File: src/rtl/uart_pkg.sv
// Shared definitions for the UART transmit path: arbiter state encoding and byte geometry.
package uart_pkg;

    localparam int byte_w        = 8;
    localparam int bits_per_byte = 10;

    typedef enum logic {
        IDLE  = 1'b0,
        GRANT = 1'b1
    } arb_state_e;

endpackage

File: src/rtl/round_robin_pick.sv
// Combinational rotating first-set search: scans req upward from ptr, wrapping at num_req,
// and returns the first set position as a one-hot vector plus an any-request flag.
module round_robin_pick #(
    parameter int num_req = 4,
    parameter int ptr_w   = 2
) (
    input  logic [num_req-1:0] req,
    input  logic [ptr_w-1:0]   ptr,
    output logic [num_req-1:0] pick,
    output logic               any
);

    // One spare bit so ptr + offset cannot wrap before the explicit modulo.
    localparam int sum_w = ptr_w + 1;

    logic [sum_w-1:0] sum;
    logic [ptr_w-1:0] idx;

    // NOTE: every output and temporary gets a value before any branch, so no latch is inferred.
    always_comb begin
        pick = '0;
        any  = 1'b0;
        sum  = '0;
        idx  = '0;
        for (int i = 0; i < num_req; i++) begin
            sum = {1'b0, ptr} + sum_w'(i);
            if (sum >= sum_w'(num_req)) begin
                sum = sum - sum_w'(num_req);
            end
            idx = sum[ptr_w-1:0];
            if (!any && req[idx]) begin
                pick[idx] = 1'b1;
                any       = 1'b1;
            end
        end
    end

endmodule

File: src/rtl/uart_tx_arbiter.sv
// Packet-atomic round-robin arbiter feeding one simple_tx byte port from num_req requesters.
// Define UART_ARB_TIMEOUT_EN to release an owner that stops offering bytes for timeout_max cycles.
module uart_tx_arbiter
    import uart_pkg::*;
#(
    parameter int num_req     = 4,
    parameter int timeout_max = 255
) (
    input  logic                           _clock,
    input  logic                           _reset_n,
    input  logic [num_req-1:0][byte_w-1:0] _in,
    input  logic [num_req-1:0]             _in_valid,
    input  logic [num_req-1:0]             _in_last,
    output logic [num_req-1:0]             _in_ready,
    output logic [byte_w-1:0]              _out,
    output logic                           _out_valid,
    input  logic                           _out_ready,
    output logic [num_req-1:0]             _grant,
    output logic                           _timeout
);

    localparam int ptr_w = (num_req > 1) ? $clog2(num_req) : 1;

    arb_state_e       state_q, state_d;
    logic [ptr_w-1:0] owner_q, owner_d;
    logic [ptr_w-1:0] ptr_q, ptr_d;
    logic [ptr_w-1:0] next_ptr;
    logic [ptr_w-1:0] pick_idx;
    logic [num_req-1:0] pick_oh;
    logic             pick_any;
    logic             xfer;
    logic             force_release;

    round_robin_pick #(
        .num_req (num_req),
        .ptr_w   (ptr_w)
    ) u_pick (
        .req  (_in_valid),
        .ptr  (ptr_q),
        .pick (pick_oh),
        .any  (pick_any)
    );

    always_comb begin
        pick_idx = '0;
        for (int i = 0; i < num_req; i++) begin
            if (pick_oh[i]) begin
                pick_idx = ptr_w'(i);
            end
        end
    end

    assign next_ptr = (owner_q == ptr_w'(num_req - 1)) ? '0 : owner_q + ptr_w'(1);

`ifdef UART_ARB_TIMEOUT_EN
    localparam logic [7:0] stall_limit = 8'(timeout_max - 1);

    logic [7:0] stall_q, stall_d;
    logic       timeout_q, timeout_d;

    // A stall is a granted cycle where the owner offers nothing; back-pressure is not a stall.
    always_comb begin
        stall_d       = '0;
        timeout_d     = 1'b0;
        force_release = 1'b0;
        if (state_q == GRANT && !_in_valid[owner_q]) begin
            if (stall_q == stall_limit) begin
                force_release = 1'b1;
                timeout_d     = 1'b1;
            end else begin
                stall_d = stall_q + 8'd1;
            end
        end
    end

    always_ff @(posedge _clock or negedge _reset_n) begin
        if (!_reset_n) begin
            stall_q   <= '0;
            timeout_q <= 1'b0;
        end else begin
            stall_q   <= stall_d;
            timeout_q <= timeout_d;
        end
    end

    assign _timeout = timeout_q;
`else
    logic unused_timeout_cfg;

    assign unused_timeout_cfg = |8'(timeout_max);
    assign force_release      = 1'b0;
    assign _timeout           = 1'b0;
`endif

    always_comb begin
        state_d   = state_q;
        owner_d   = owner_q;
        ptr_d     = ptr_q;
        _out      = '0;
        _out_valid = 1'b0;
        _in_ready = '0;
        _grant    = '0;
        xfer      = 1'b0;
        case (state_q)
            IDLE: begin
                if (pick_any) begin
                    state_d = GRANT;
                    owner_d = pick_idx;
                end
            end
            GRANT: begin
                _grant[owner_q]    = 1'b1;
                _out               = _in[owner_q];
                _out_valid         = _in_valid[owner_q];
                _in_ready[owner_q] = _out_ready;
                xfer               = _in_valid[owner_q] && _out_ready;
                // Returning through IDLE guarantees the one-cycle bubble between packets.
                if ((xfer && _in_last[owner_q]) || force_release) begin
                    state_d = IDLE;
                    ptr_d   = next_ptr;
                end
            end
            default: state_d = IDLE;
        endcase
    end

    // NOTE: state registers use non-blocking assignments so every flop samples pre-edge values.
    always_ff @(posedge _clock or negedge _reset_n) begin
        if (!_reset_n) begin
            state_q <= IDLE;
            owner_q <= '0;
            ptr_q   <= '0;
        end else begin
            state_q <= state_d;
            owner_q <= owner_d;
            ptr_q   <= ptr_d;
        end
    end

endmodule

File: config.mk
export PLATFORM = sky130hd
export DESIGN_NAME = uart_tx_arbiter
export DESIGN_NICKNAME = d
export VERILOG_FILES = /design/src/rtl/uart_pkg.sv /design/src/rtl/round_robin_pick.sv /design/src/rtl/uart_tx_arbiter.sv
export SDC_FILE = /design/constraint.sdc
export NUM_CORES = 1
export LEC_CHECK = 0
export BUFFER_PORTS_ARGS = -buffer_cell sky130_fd_sc_hd__buf_4
export CAP_MARGIN = 20
export CORE_ASPECT_RATIO = 0.75
export CORE_MARGIN = 1.5
export CORE_UTILIZATION = 39
export CTS_CLUSTER_DIAMETER = 100
export DETAILED_ROUTE_END_ITERATION = 6
export PLACE_DENSITY = 0.79
export SLEW_MARGIN = 20
export SYNTH_ARGS = -nofsm -noshare
export SYNTH_HDL_FRONTEND = slang
export SYNTH_SLANG_ARGS = --single-unit
File: constraint.sdc
create_clock -name _clock -period 2.4 [get_ports _clock]
set_input_delay 0.24 -clock _clock [delete_from_list [all_inputs] [get_ports _clock]]
set_output_delay 0.24 -clock _clock [all_outputs]
set_load 0.02 [all_outputs]
# == Yosys cells after proc, flatten, opt, wreduce, memory -nomap -nowiden ==
# Cells that the tools add are included.
# op_classes
n_mux,47
reduce_logical,15
order_cmp,14
n_addsub,8
n_eq_ne,1
bitwise_logic,5
# op_table
cell,n
4-bit 2-to-1 mux,6
1-bit 2-to-1 mux,19
8-bit binary-select mux with 2-bit select,1
8-bit 2-to-1 mux,2
2-bit by 3-bit less-than comparator with 1-bit output (second input constant),5
2-bit 2-to-1 mux,7
1-bit binary-select mux with 2-bit select,6
4-bit OR,3
1-bit demux with 2-bit select,5
2-bit by 1-bit >= comparator with 1-bit output (second input constant),5
1-bit logical AND,10
3-bit >= comparator (second input constant),3
2-bit by 1-bit subtractor with 2-bit output (second input constant),4
2-bit by 2-bit adder with 3-bit output (second input constant),2
4-bit AND,1
2-bit AND reduction,2
2-bit by 1-bit adder with 3-bit output (second input constant),1
2-bit by 3-bit >= comparator with 1-bit output (second input constant),1
1-bit logical NOT,3
2-bit by 1-bit adder with 2-bit output (second input constant),1
2-bit equality test (second input constant),1
1-bit one-hot mux with 2 select lines,1
1-bit NOT,1
# word_totals
word_cells,93
ff_bits,5
out_inout_bits,18

# == Depth between registers and ports, before layout ==
# Gate-level depths: netlist (run 1).
# depth
ltp_word,17
depth_mapped,8
ltp_nobuf,7

# == Modules after synthesis ==
# A second synthesis (run 1) with hierarchy kept.
# unflattened
cells_unflattened,124
area_unflattened_um2,1188.6
# by_module_without_submodules
module,area_per_inst_um2,instances,cells_per_inst
uart_tx_arbiter,680.7,1,62
round_robin_pick,508.0,1,62

# == Worst setup path after synthesis (run 1) ==
# Ideal clock, no wire load.
# synth_path
path_type,reg2reg
start,reg ptr_q[0]
end,reg owner_q[1]
stages_incl_launch_ff,9
t_arrival_ps,2389
slack_ps,-62
cell_sequence,dfrtp_1 > buf_2 > inv_1 > ha_1 > mux4_2 > or3b_1 > a22o_1 > and2_4 > a2bb2oi_2
# synth_between
elab_chain_len,16
word_cells_on_any_way,63
cone_classes,7 x add/sub; 12 x order compare; 30 x mux; 3 x bitwise; 11 x reduce/logical
# synth_rtl
item,line_no,text
from (decl),uart_tx_arbiter.sv:26,"logic [ptr_w-1:0] ptr_q, ptr_d;"
from (signal assigned),uart_tx_arbiter.sv:136,ptr_q <= ptr_d;
"parallel branches: the longest is 16 deep, another holds 2-bit by 1-bit adder with 3-bit output",n/a,
to (signal assigned),uart_tx_arbiter.sv:135,owner_q <= owner_d;
to (decl),uart_tx_arbiter.sv:25,"logic [ptr_w-1:0] owner_q, owner_d;"
# Several ways; the timed one is not identified. The select of a mux whose other input is x is not followed.
# A chain may end at the register's enable or synchronous reset.

# == Worst setup path after layout (run 1) ==
# Same ends and word-level chain as after synthesis.

==> flow_summary_export.csv, run 1 <==
group,metric,value,unit
status,status,"finished, final reports clean",
clocking,cts_made_buffers,3,
power_and_ir_drop,p_leak,0.746,nW
global_routing,grt_max_degree,21,
synth,syn_inst,96,
critical_path,worstSetupPathType,"register to register",
power_and_ir_drop,ir_drop,0.000695,V
synth,async_flop_share,100,%
job,maxCapViolations,0,
global_routing,grt-ovfl-total,0,
timing,maxClockFrequency,437,MHz
synth,synth_area,987,um2
timing,hold_violations,0,
timing,slew_viol_final,0,
timing,fin_crit_sh,95.3,%
synth,yosys_warnings,0,
synth,syn_nets,150,
synth,postSynthRegisterBits,5,
critical_path,slowest_delay,0.58,ns
timing,fin_ws,0.114,ns
critical_path,cp.required,2.58,ns
placed_design,place_congestion,0.937,
timing,period_minus_slack,2.29,ns
worst_hold_path,hp-class,"input pin to asynchronous set/reset pin",
timing,relSlewSlack,57.6,%
detailed_routing,drc,0,
timing,setup_viol_count_final,0,
clocking,cts-resized-gates,0,
timing,skew,0.00253,ns
clocking,h-tree-depth,1,
layout,mostFrequentLayoutCells,"buf_4, and2_1, mux4_2",
clocking,cts_buffer_depth,2,
synth,ys.flop_type,"dfrtp_1",
timing,tns,0,ns
floorplanning,fp.dieH,46.6,um
floorplanning,core_area,0.00235,mm2
critical_path,arrival,2.46,ns
global_routing,grt_pass1_vias,877,
layout,final_core_util,64.1,%
synth,synth_edf_count,0,
floorplanning,die_w,61.1,um
synth,avgSynthCellArea,10.3,um2
global_routing,antenna_found_initial,0,
clocking,cts_sinks,5,
critical_path,rrSetupSlack,0.11,ns
detailed_routing,finalWirelength,3210,um
critical_path,cp_max_fo,6,
layout,regArea,125,um2
floorplanning,pin_count,61,
placed_design,io_buffers,59,
floorplanning,initial_core_util,42.1,%
critical_path,cp-start-kind,"register",
layout,drive_gt1_share,51.6,%
detailed_routing,wl_per_cell,16.8,um
critical_path,crit_family,"multiplexers",
synth,synth_cell_types,34,
critical_path,critPathSlowestCell,"mux4_2",
placed_design,dpl.hpwl,2490,um
detailed_routing,route.vias.total,1016,
timing,rsz0062_at_grt,"no",
power_and_ir_drop,power_density,1170,mW/mm2
global_routing,grt_first_pass_wirelength,4470,um
critical_path,end_kind,"register",
power_and_ir_drop,finalPower,0.00176,W
detailed_routing,dr.pass1.iters,4,
synth,ys_seq_area_share,12.7,%
clocking,cts_root_buf,"clkbuf_4",
global_routing,grtUsageTotal,22.1,%
floorplanning,rows,15,
detailed_routing,vias_per_cell,5.32,
clocking,cts_tree,"yes",
clocking,clk-insertion-delay-late,0.25,ns
layout,layout_commonest_cell,"buf_4",
detailed_routing,ant_nets,0,
critical_path,path_buf_inv,1,
layout,multiInputGateArea,803,um2
placed_design,dp_slack,0.157,ns
critical_path,cp_cell_sequence,"inv_1 -> ha_1 -> mux4_2 -> or3b_1 -> a22o_1 -> and2_4 -> a2bb2oi_2",
clocking,cts.reportedPaths.clkPinSlew,0.05,ns
detailed_routing,drt_iter0_markers,25,
layout,antenna_cells,0,
floorplanning,fp.dieArea,0.00285,mm2
layout,fillers,195,
layout,area_delta_synth_final,52.2,%
timing,worst_pin_slew,0.636,ns
layout,nets,212,
-- path summary, 6_finish.rpt --
| kind | from | to | depth (start not counted) |
|---|---|---|---|
| max | ptr_q[0]$_DFFE_PN0P_ | owner_q[1]$_DFFE_PN0P_ | 7 |
| min | _reset_n | ptr_q[1]$_DFFE_PN0P_ | 2 |
| max reg2reg | ptr_q[0]$_DFFE_PN0P_ | owner_q[1]$_DFFE_PN0P_ | 7 |
| min reg2reg | owner_q[0]$_DFFE_PN0P_ | ptr_q[0]$_DFFE_PN0P_ | 1 |
| max in group asynchronous | _reset_n | owner_q[0]$_DFFE_PN0P_ | 2 |
| min in group _clock | _out_ready | ptr_q[0]$_DFFE_PN0P_ | 3 |
-- final cells by class --
| cell class | instances | area share, % |
|---|---|---|
| Multi-Input combinational cell | 77 | 53.5 |
| Clock buffer | 4 | 1.75 |
| Tap cell | 34 | 2.83 |
| Timing Repair Buffer | 63 | 31.6 |
| Inverter | 8 | 2.00 |
| Sequential cell | 5 | 8.33 |
-- through the flow --
step / hold slack (ns) / cell area (um2) / instances
final: 0.338 / 1500 / 191
after global routing: 0.332 / 1500 / 191
after CTS: 0.330 / 1500 / 191
after detailed placement: 0.0494 / 1470 / 186
after global placement: 0.0469 / 1470 / 186
after floorplan: -0.0556 / 993 / 96
-- synth_stat cells, types with 2 or more instances --
library cell   n  area, um2
and2_1        13       81.3
clkbuf_1       2       7.51
nand2_1        4       15.0
a21oi_1        6       30.0
nor2_1         2       7.51
mux4_2        12        270
nor2b_1        2       12.5
dfrtp_1        5        125
buf_2          2       10.0
and3_1         4       25.0
or3b_1         2       17.5
a22o_1         2       17.5
mux4_1         2       52.6
inv_1          8       30.0
ha_1          11        138
-- worst register-to-register path, cell delays in order, from the launching register on --
cell and delay [ns]:
dfrtp_1 0.35, inv_1 0.09, ha_1 0.37, mux4_2 0.58, or3b_1 0.37, a22o_1 0.21
and2_4 0.16, a2bb2oi_2 0.11
-- where the power goes --
| part | total, W | switching (W) | internal (W) | leakage [nW] |
|---|---|---|---|---|
| clock | 0.000102 | 0.0000384 | 0.0000631 | 0.0150 |
| combinational | 0.00144 | 0.000699 | 0.000742 | 0.675 |
| sequential | 0.000217 | 0.0000945 | 0.000122 | 0.0565 |
-- kinds of logic (layout without fill, tap and decap cells) --
kind of cell | after synthesis | count (layout) | share of synthesized area, %
and+or+nand+nor | 32 | 32 | 19.6
AOI/OAI and AO/OA | 17 | 17 | 12.5
muxes | 16 | 16 | 34.9
buffers and inverters | 14 | 75 | 5.96
adders and majority gates | 11 | 11 | 13.9
DFF | 5 | 5 | 12.7
other | 1 | 1 | 0.380
-- registers in the layout, indices dropped and copies added (netlist names) --
register  count
state_q       1
ptr_q         2
owner_q       2
-- per-layer routing --
metal | wire length (um) | track usage, % | share of wire, %
met1 | 1400 | 32.0 | 44
met2 | 1690 | 33.6 | 53
met3 | 110 | 5.62 | 3.4
met4 | 16 | 3.91 | 0.50
met5 | 0 | 0 | 0
-- timing repair --
item	in CTS	in global routing
endpoints found under the setup margin	0	0
setup buffers	0	0
hold buffers	1	0
hold endpoints to repair	5	0
Power figures use the tool's default switching activity.
==> run 2, diff against run 1 <==
- CORE_UTILIZATION: 39 -> 40
- CTS_CLUSTER_SIZE: default -> 14
- PLACE_DENSITY: 0.79 -> 0.77
- clock period: 2.4 -> 2.7 ns (I/O delays scaled with it)
==> run 2 against run 1 <==
Against the previous run:
- clock skew is 0.00064 ns lower
- die area is 2.4% lower
- critical endpoint unchanged
- non-clock buffer count is 1 lower
- first-iteration DRC count is 8.0% lower
- count of clock-buffer cells in the layout stayed put
- critical path depth stayed put
- core utilization is 0.72 points higher
- worst hold slack better by 0.023 ns
- critical path type unchanged
- maximum frequency is 8.5% lower
- combinational power is 15% lower
==> flow_summary_export.csv, run 2 (same netlist as run 1, synthesis figures left out) <==
group,metric,value,unit
status,status,"finished, final reports clean",
placed_design,io_buffers,59,
layout,fillers,211,
clocking,cts_made_buffers,3,
critical_path,cp.required,2.89,ns
timing,period_minus_slack,2.50,ns
timing,tns,0,ns
detailed_routing,wl_per_cell,16.9,um
detailed_routing,ant_nets,0,
clocking,cts.reportedPaths.clkPinSlew,0.05,ns
power_and_ir_drop,p_clk_share,6.0,%
timing,worst_pin_slew,0.609,ns
global_routing,grt_pass1_vias,917,
critical_path,cp-start-kind,"register",
layout,reg_top3,"owner_q: 2 flops, ptr_q: 2 flops, state_q: 1 flops",
timing,setup_viol_count_final,0,
layout,layout_commonest_cell,"buf_4",
timing,skew,0.00188,ns
global_routing,grtUsageTotal,22.9,%
layout,mostFrequentLayoutCells,"buf_4, and2_1, mux4_2",
power_and_ir_drop,ir_drop,0.000537,V
global_routing,grt-ovfl-total,0,
power_and_ir_drop,p_leak,0.742,nW
job,maxCapViolations,0,
detailed_routing,drt_iter0_markers,23,
timing,relSlewSlack,59.4,%
clocking,h-tree-depth,1,
critical_path,endpoint,"owner_q[1]$_DFFE_PN0P_",
worst_hold_path,hp-class,"input pin to asynchronous set/reset pin",
layout,regArea,125,um2
clocking,clk-insertion-delay-late,0.26,ns
layout,design_area,0.00150,mm2
critical_path,r2r_start,"ptr_q[1]$_DFFE_PN0P_",
timing,maxClockFrequency,400,MHz
layout,multiInputGateArea,803,um2
global_routing,antenna_found_initial,0,
placed_design,place_congestion,0.899,
critical_path,startpoint,"ptr_q[1]$_DFFE_PN0P_",
timing,slew_viol_final,0,
floorplanning,fp.dieArea,0.00278,mm2
global_routing,grt_max_degree,21,
timing,fin_crit_sh,92.6,%
floorplanning,pin_count,61,
critical_path,cp_max_fo,8,
power_and_ir_drop,p_sw,0.000729,W
layout,nets,211,
placed_design,dpl.hpwl,2600,um
critical_path,rr_endpoint,"owner_q[1]$_DFFE_PN0P_",
floorplanning,initial_core_util,42.8,%
power_and_ir_drop,p_sw_share,47.3,%
power_and_ir_drop,pwr-share-comb,79.5,%
critical_path,r2r_cells,7,
floorplanning,rows,15,
power_and_ir_drop,p_int,0.000813,W
power_and_ir_drop,power_density,1030,mW/mm2
floorplanning,die_w,60.4,um
layout,antenna_cells,0,
layout,area_delta_synth_final,51.5,%
clocking,cts_tree,"yes",
floorplanning,core_area,0.00231,mm2
detailed_routing,route.vias.total,1017,
global_routing,grt_first_pass_wirelength,4480,um
critical_path,end_kind,"register",
detailed_routing,vias_per_cell,5.35,
critical_path,arrival,2.69,ns
detailed_routing,dr.pass1.iters,4,
floorplanning,fp.dieH,46.0,um
clocking,cts_buffer_depth,2,
detailed_routing,drc,0,
clocking,cts_sinks,5,
timing,hold_violations,0,
power_and_ir_drop,power_frac_seq,14.4,%
detailed_routing,finalWirelength,3210,um
clocking,cts_root_buf,"clkbuf_4",
layout,drive_gt1_share,51.3,%
placed_design,place_area,0.00146,mm2
critical_path,rrSetupSlack,0.20,ns
layout,final_core_util,64.8,%
timing,rsz0062_at_grt,"no",
critical_path,worstSetupPathType,"register to register",
run 2: how the worst min path moves through the flow:
stage | slack [ns] | from | to | cells past startpoint
final | 0.36 | _reset_n | state_q$_DFF_PN0_ | 2
after global routing | 0.36 | _reset_n | state_q$_DFF_PN0_ | 2
after CTS | 0.34 | _reset_n | state_q$_DFF_PN0_ | 2
after detailed placement | 0.08 | _reset_n | ptr_q[1]$_DFFE_PN0P_ | 1
after global placement | 0.08 | _reset_n | ptr_q[1]$_DFFE_PN0P_ | 1
after floorplan | -0.03 | _reset_n | owner_q[0]$_DFFE_PN0P_ | 0
run 2: worst max-delay path, cell delays in order (launching register included):
cell and delay, ns:
dfrtp_1 0.48, inv_1 0.14, ha_1 0.38, mux4_2 0.59, or3b_1 0.38, a22o_1 0.20, and2_4 0.16, a2bb2oi_2 0.11
run 2: repair_timing:
item,in CTS,in global routing
hold buffers,1,0
hold endpoints to repair,5,0
setup buffers,0,0
gates resized for setup,0,0
run 2: cell type report:
type	count	share of cell area (%)
clock buffers	4	1.76
flip-flops and latches	5	8.37
repair buffers	62	31.3
inverters	8	2.01
well taps	34	2.85
multi-input cells	77	53.7
run 2: power by group through the flow:
stage / registers (W) / logic (W) / clock network, W
global route: 0.000237 / 0.00131 / 0.000103
floorplan: 0.000155 / 0.000874 / 0
CTS: 0.000223 / 0.00122 / 0.0000955
finish: 0.000222 / 0.00123 / 0.0000933
detailed placement: 0.000223 / 0.00122 / 0
global placement: 0.000216 / 0.00118 / 0
run 2: per-layer routing:
layer / share of wire, % / GRT usage, % / up-vias
met3: 4.7 / 5.97 / 5
met5: 0 / 0 / -
met2: 54 / 36.7 / 39
li1: - / - / 479
met1: 40 / 30.1 / 494
met4: 0.90 / 7.56 / 0
run 2: stage by stage:
step / setup slack (ns) / instances / hold WS (ns) / power (W)
2_1_floorplan: 0.238 / 96 / -0.0256 / 0.00103
3_3_place_gp: 0.341 / 185 / 0.0772 / 0.00139
3_5_place_dp: 0.233 / 185 / 0.0802 / 0.00144
4_1_cts: 0.229 / 190 / 0.344 / 0.00154
5_1_grt: 0.0985 / 190 / 0.365 / 0.00165
6_report: 0.200 / 190 / 0.361 / 0.00154
==> run 3, diff against run 2 <==
- HOLD_SLACK_MARGIN: default -> 0.06
- REMOVE_ABC_BUFFERS: default -> 1
==> run 3 against run 2 <==
Against the previous run:
- final cell count grew 1.1%
- first-iteration DRC count fell by 65%
- clock power increased by 2%
- clock skew shrank 0.00098 ns
- critical endpoint unchanged
- largest power group unchanged
==> flow_summary_export.csv, run 3 (same netlist as run 1, synthesis figures left out) <==
group,metric,value,unit
floorplanning,fp.dieH,46.0,um
placed_design,place_congestion,0.812,
clocking,cts-resized-gates,0,
clocking,cts_root_buf,"clkbuf_4",
job,maxCapViolations,0,
global_routing,grt_first_pass_wirelength,4200,um
critical_path,cp.required,2.88,ns
layout,reg_top3,"owner_q: 2 flops, ptr_q: 2 flops, state_q: 1 flops",
timing,tns,0,ns
power_and_ir_drop,ir_drop,0.000532,V
timing,slew_viol_final,0,
critical_path,cp_cell_sequence,"inv_1 -> ha_1 -> mux4_2 -> or3b_1 -> a22o_1 -> and2_4 -> a2bb2oi_2",
detailed_routing,dr.pass1.iters,4,
critical_path,arrival,2.69,ns
clocking,postCtsSetupBuffers,0,
detailed_routing,route.vias.total,969,
floorplanning,core_area,0.00231,mm2
critical_path,cp_max_fo,8,
placed_design,post-place-cells,187,
layout,final-instance-count-excl-fill,192,
timing,worst_pin_slew,0.509,ns
clocking,postCtsHoldBufs,1,
clocking,cts_sinks,5,
power_and_ir_drop,power_frac_seq,11.9,%
timing,fin_crit_sh,93.0,%
detailed_routing,vias_per_cell,5.05,
critical_path,worstSetupPathType,"register to register",
critical_path,cp-start-kind,"register",
global_routing,grt_pass1_vias,883,
worst_hold_path,hp-class,"input pin to asynchronous set/reset pin",
power_and_ir_drop,pwr-share-comb,81.9,%
layout,design_area,0.00151,mm2
layout,nets,213,
floorplanning,pin_count,61,
placed_design,dpl.hpwl,2250,um
global_routing,grt_max_degree,21,
layout,layout_commonest_cell,"buf_4",
power_and_ir_drop,p_int,0.000829,W
timing,relSlewSlack,66.1,%
clocking,cts_tree,"yes",
power_and_ir_drop,p_leak,0.751,nW
timing,period_minus_slack,2.51,ns
clocking,cts_buffer_depth,2,
power_and_ir_drop,p_sw,0.000711,W
layout,area_delta_synth_final,53.0,%
global_routing,antenna_found_initial,0,
power_and_ir_drop,p_clk_share,6.1,%
clocking,cts_made_buffers,3,
floorplanning,die_w,60.4,um
detailed_routing,drc,0,
timing,rsz0062_at_grt,"no",
layout,drive_gt1_share,51.9,%
timing,hold_ws,0.378,ns
global_routing,grt-ovfl-total,0,
placed_design,io_buffers,59,
timing,skew,0.000899,ns
timing,setup_viol_count_final,0,
detailed_routing,ant_nets,0,
critical_path,end_kind,"register",
critical_path,slowest_delay,0.58,ns
floorplanning,rows,15,
floorplanning,fp.dieArea,0.00278,mm2
layout,mostFrequentLayoutCells,"buf_4, and2_1, mux4_2",
placed_design,place_area,0.00147,mm2
clocking,clk-insertion-delay-late,0.25,ns
power_and_ir_drop,power_density,1020,mW/mm2
status,status,"finished, final reports clean",
timing,hold_violations,0,
detailed_routing,drt_iter0_markers,8,
clocking,h-tree-depth,1,
detailed_routing,wl_per_cell,14.5,um
clocking,cts.reportedPaths.clkPinSlew,0.05,ns
layout,antenna_cells,0,
detailed_routing,finalWirelength,2780,um
global_routing,grtUsageTotal,21.3,%
power_and_ir_drop,p_sw_share,46.2,%
critical_path,critPathSlowestCell,"mux4_2",
floorplanning,initial_core_util,42.8,%
timing,maxClockFrequency,398,MHz
[run 3: area by class of cell]
| type | count | area, um2 |
|---|---|---|
| flip-flops and latches | 5 | 125 |
| inverters | 8 | 30.0 |
| multi-input cells | 77 | 803 |
| fillers | 192 | 798 |
| repair buffers | 64 | 483 |
| well taps | 34 | 42.5 |
| clock buffers | 4 | 26.3 |
[run 3: routing by layer]
metal	global-route usage (%)	part of all wire [%]
met5	0	0
met2	33.9	54
met1	28.4	42
met4	7.11	1.4
met3	5.11	2.7
[run 3: power groups by stage]
stage	registers, W	clock network [W]	logic [W]
floorplan	0.000223	0	0.000782
global placement	0.000182	0	0.00123
detailed placement	0.000184	0	0.00126
CTS	0.000183	0.0000975	0.00127
global route	0.000194	0.000105	0.00136
finish	0.000184	0.0000947	0.00126
[run 3: critical path, delay by kind of cell (launching register included)]
family	cells	cell delay [ns]
DFF	1	0.49
adders and majority gates	1	0.37
AOI/OAI and AO/OA	2	0.33
buffers and inverters	1	0.13
and+or+nand+nor	2	0.54
muxes	1	0.58
[run 3: worst paths after layout]
path	from	to	slack, ns	cells past startpoint
setup / recovery	ptr_q[1]$_DFFE_PN0P_	owner_q[1]$_DFFE_PN0P_	0.19	7
hold / removal	_reset_n	state_q$_DFF_PN0_	0.38	2
setup reg to reg	ptr_q[1]$_DFFE_PN0P_	owner_q[1]$_DFFE_PN0P_	0.19	7
hold reg to reg	ptr_q[0]$_DFFE_PN0P_	ptr_q[0]$_DFFE_PN0P_	0.70	3
max in group asynchronous	_reset_n	owner_q[0]$_DFFE_PN0P_	2.21	2
min in group _clock	_out_ready	ptr_q[0]$_DFFE_PN0P_	0.39	3
[run 3: per-stage QoR]
stage	utilization, %	worst slack, ns	total power, W
floorplan	-	0.225	0.00101
global placement	63.8	0.334	0.00141
detailed placement	63.8	0.215	0.00145
CTS	65.4	0.199	0.00155
global route	65.4	0.0520	0.00166
finish	65.4	0.189	0.00154
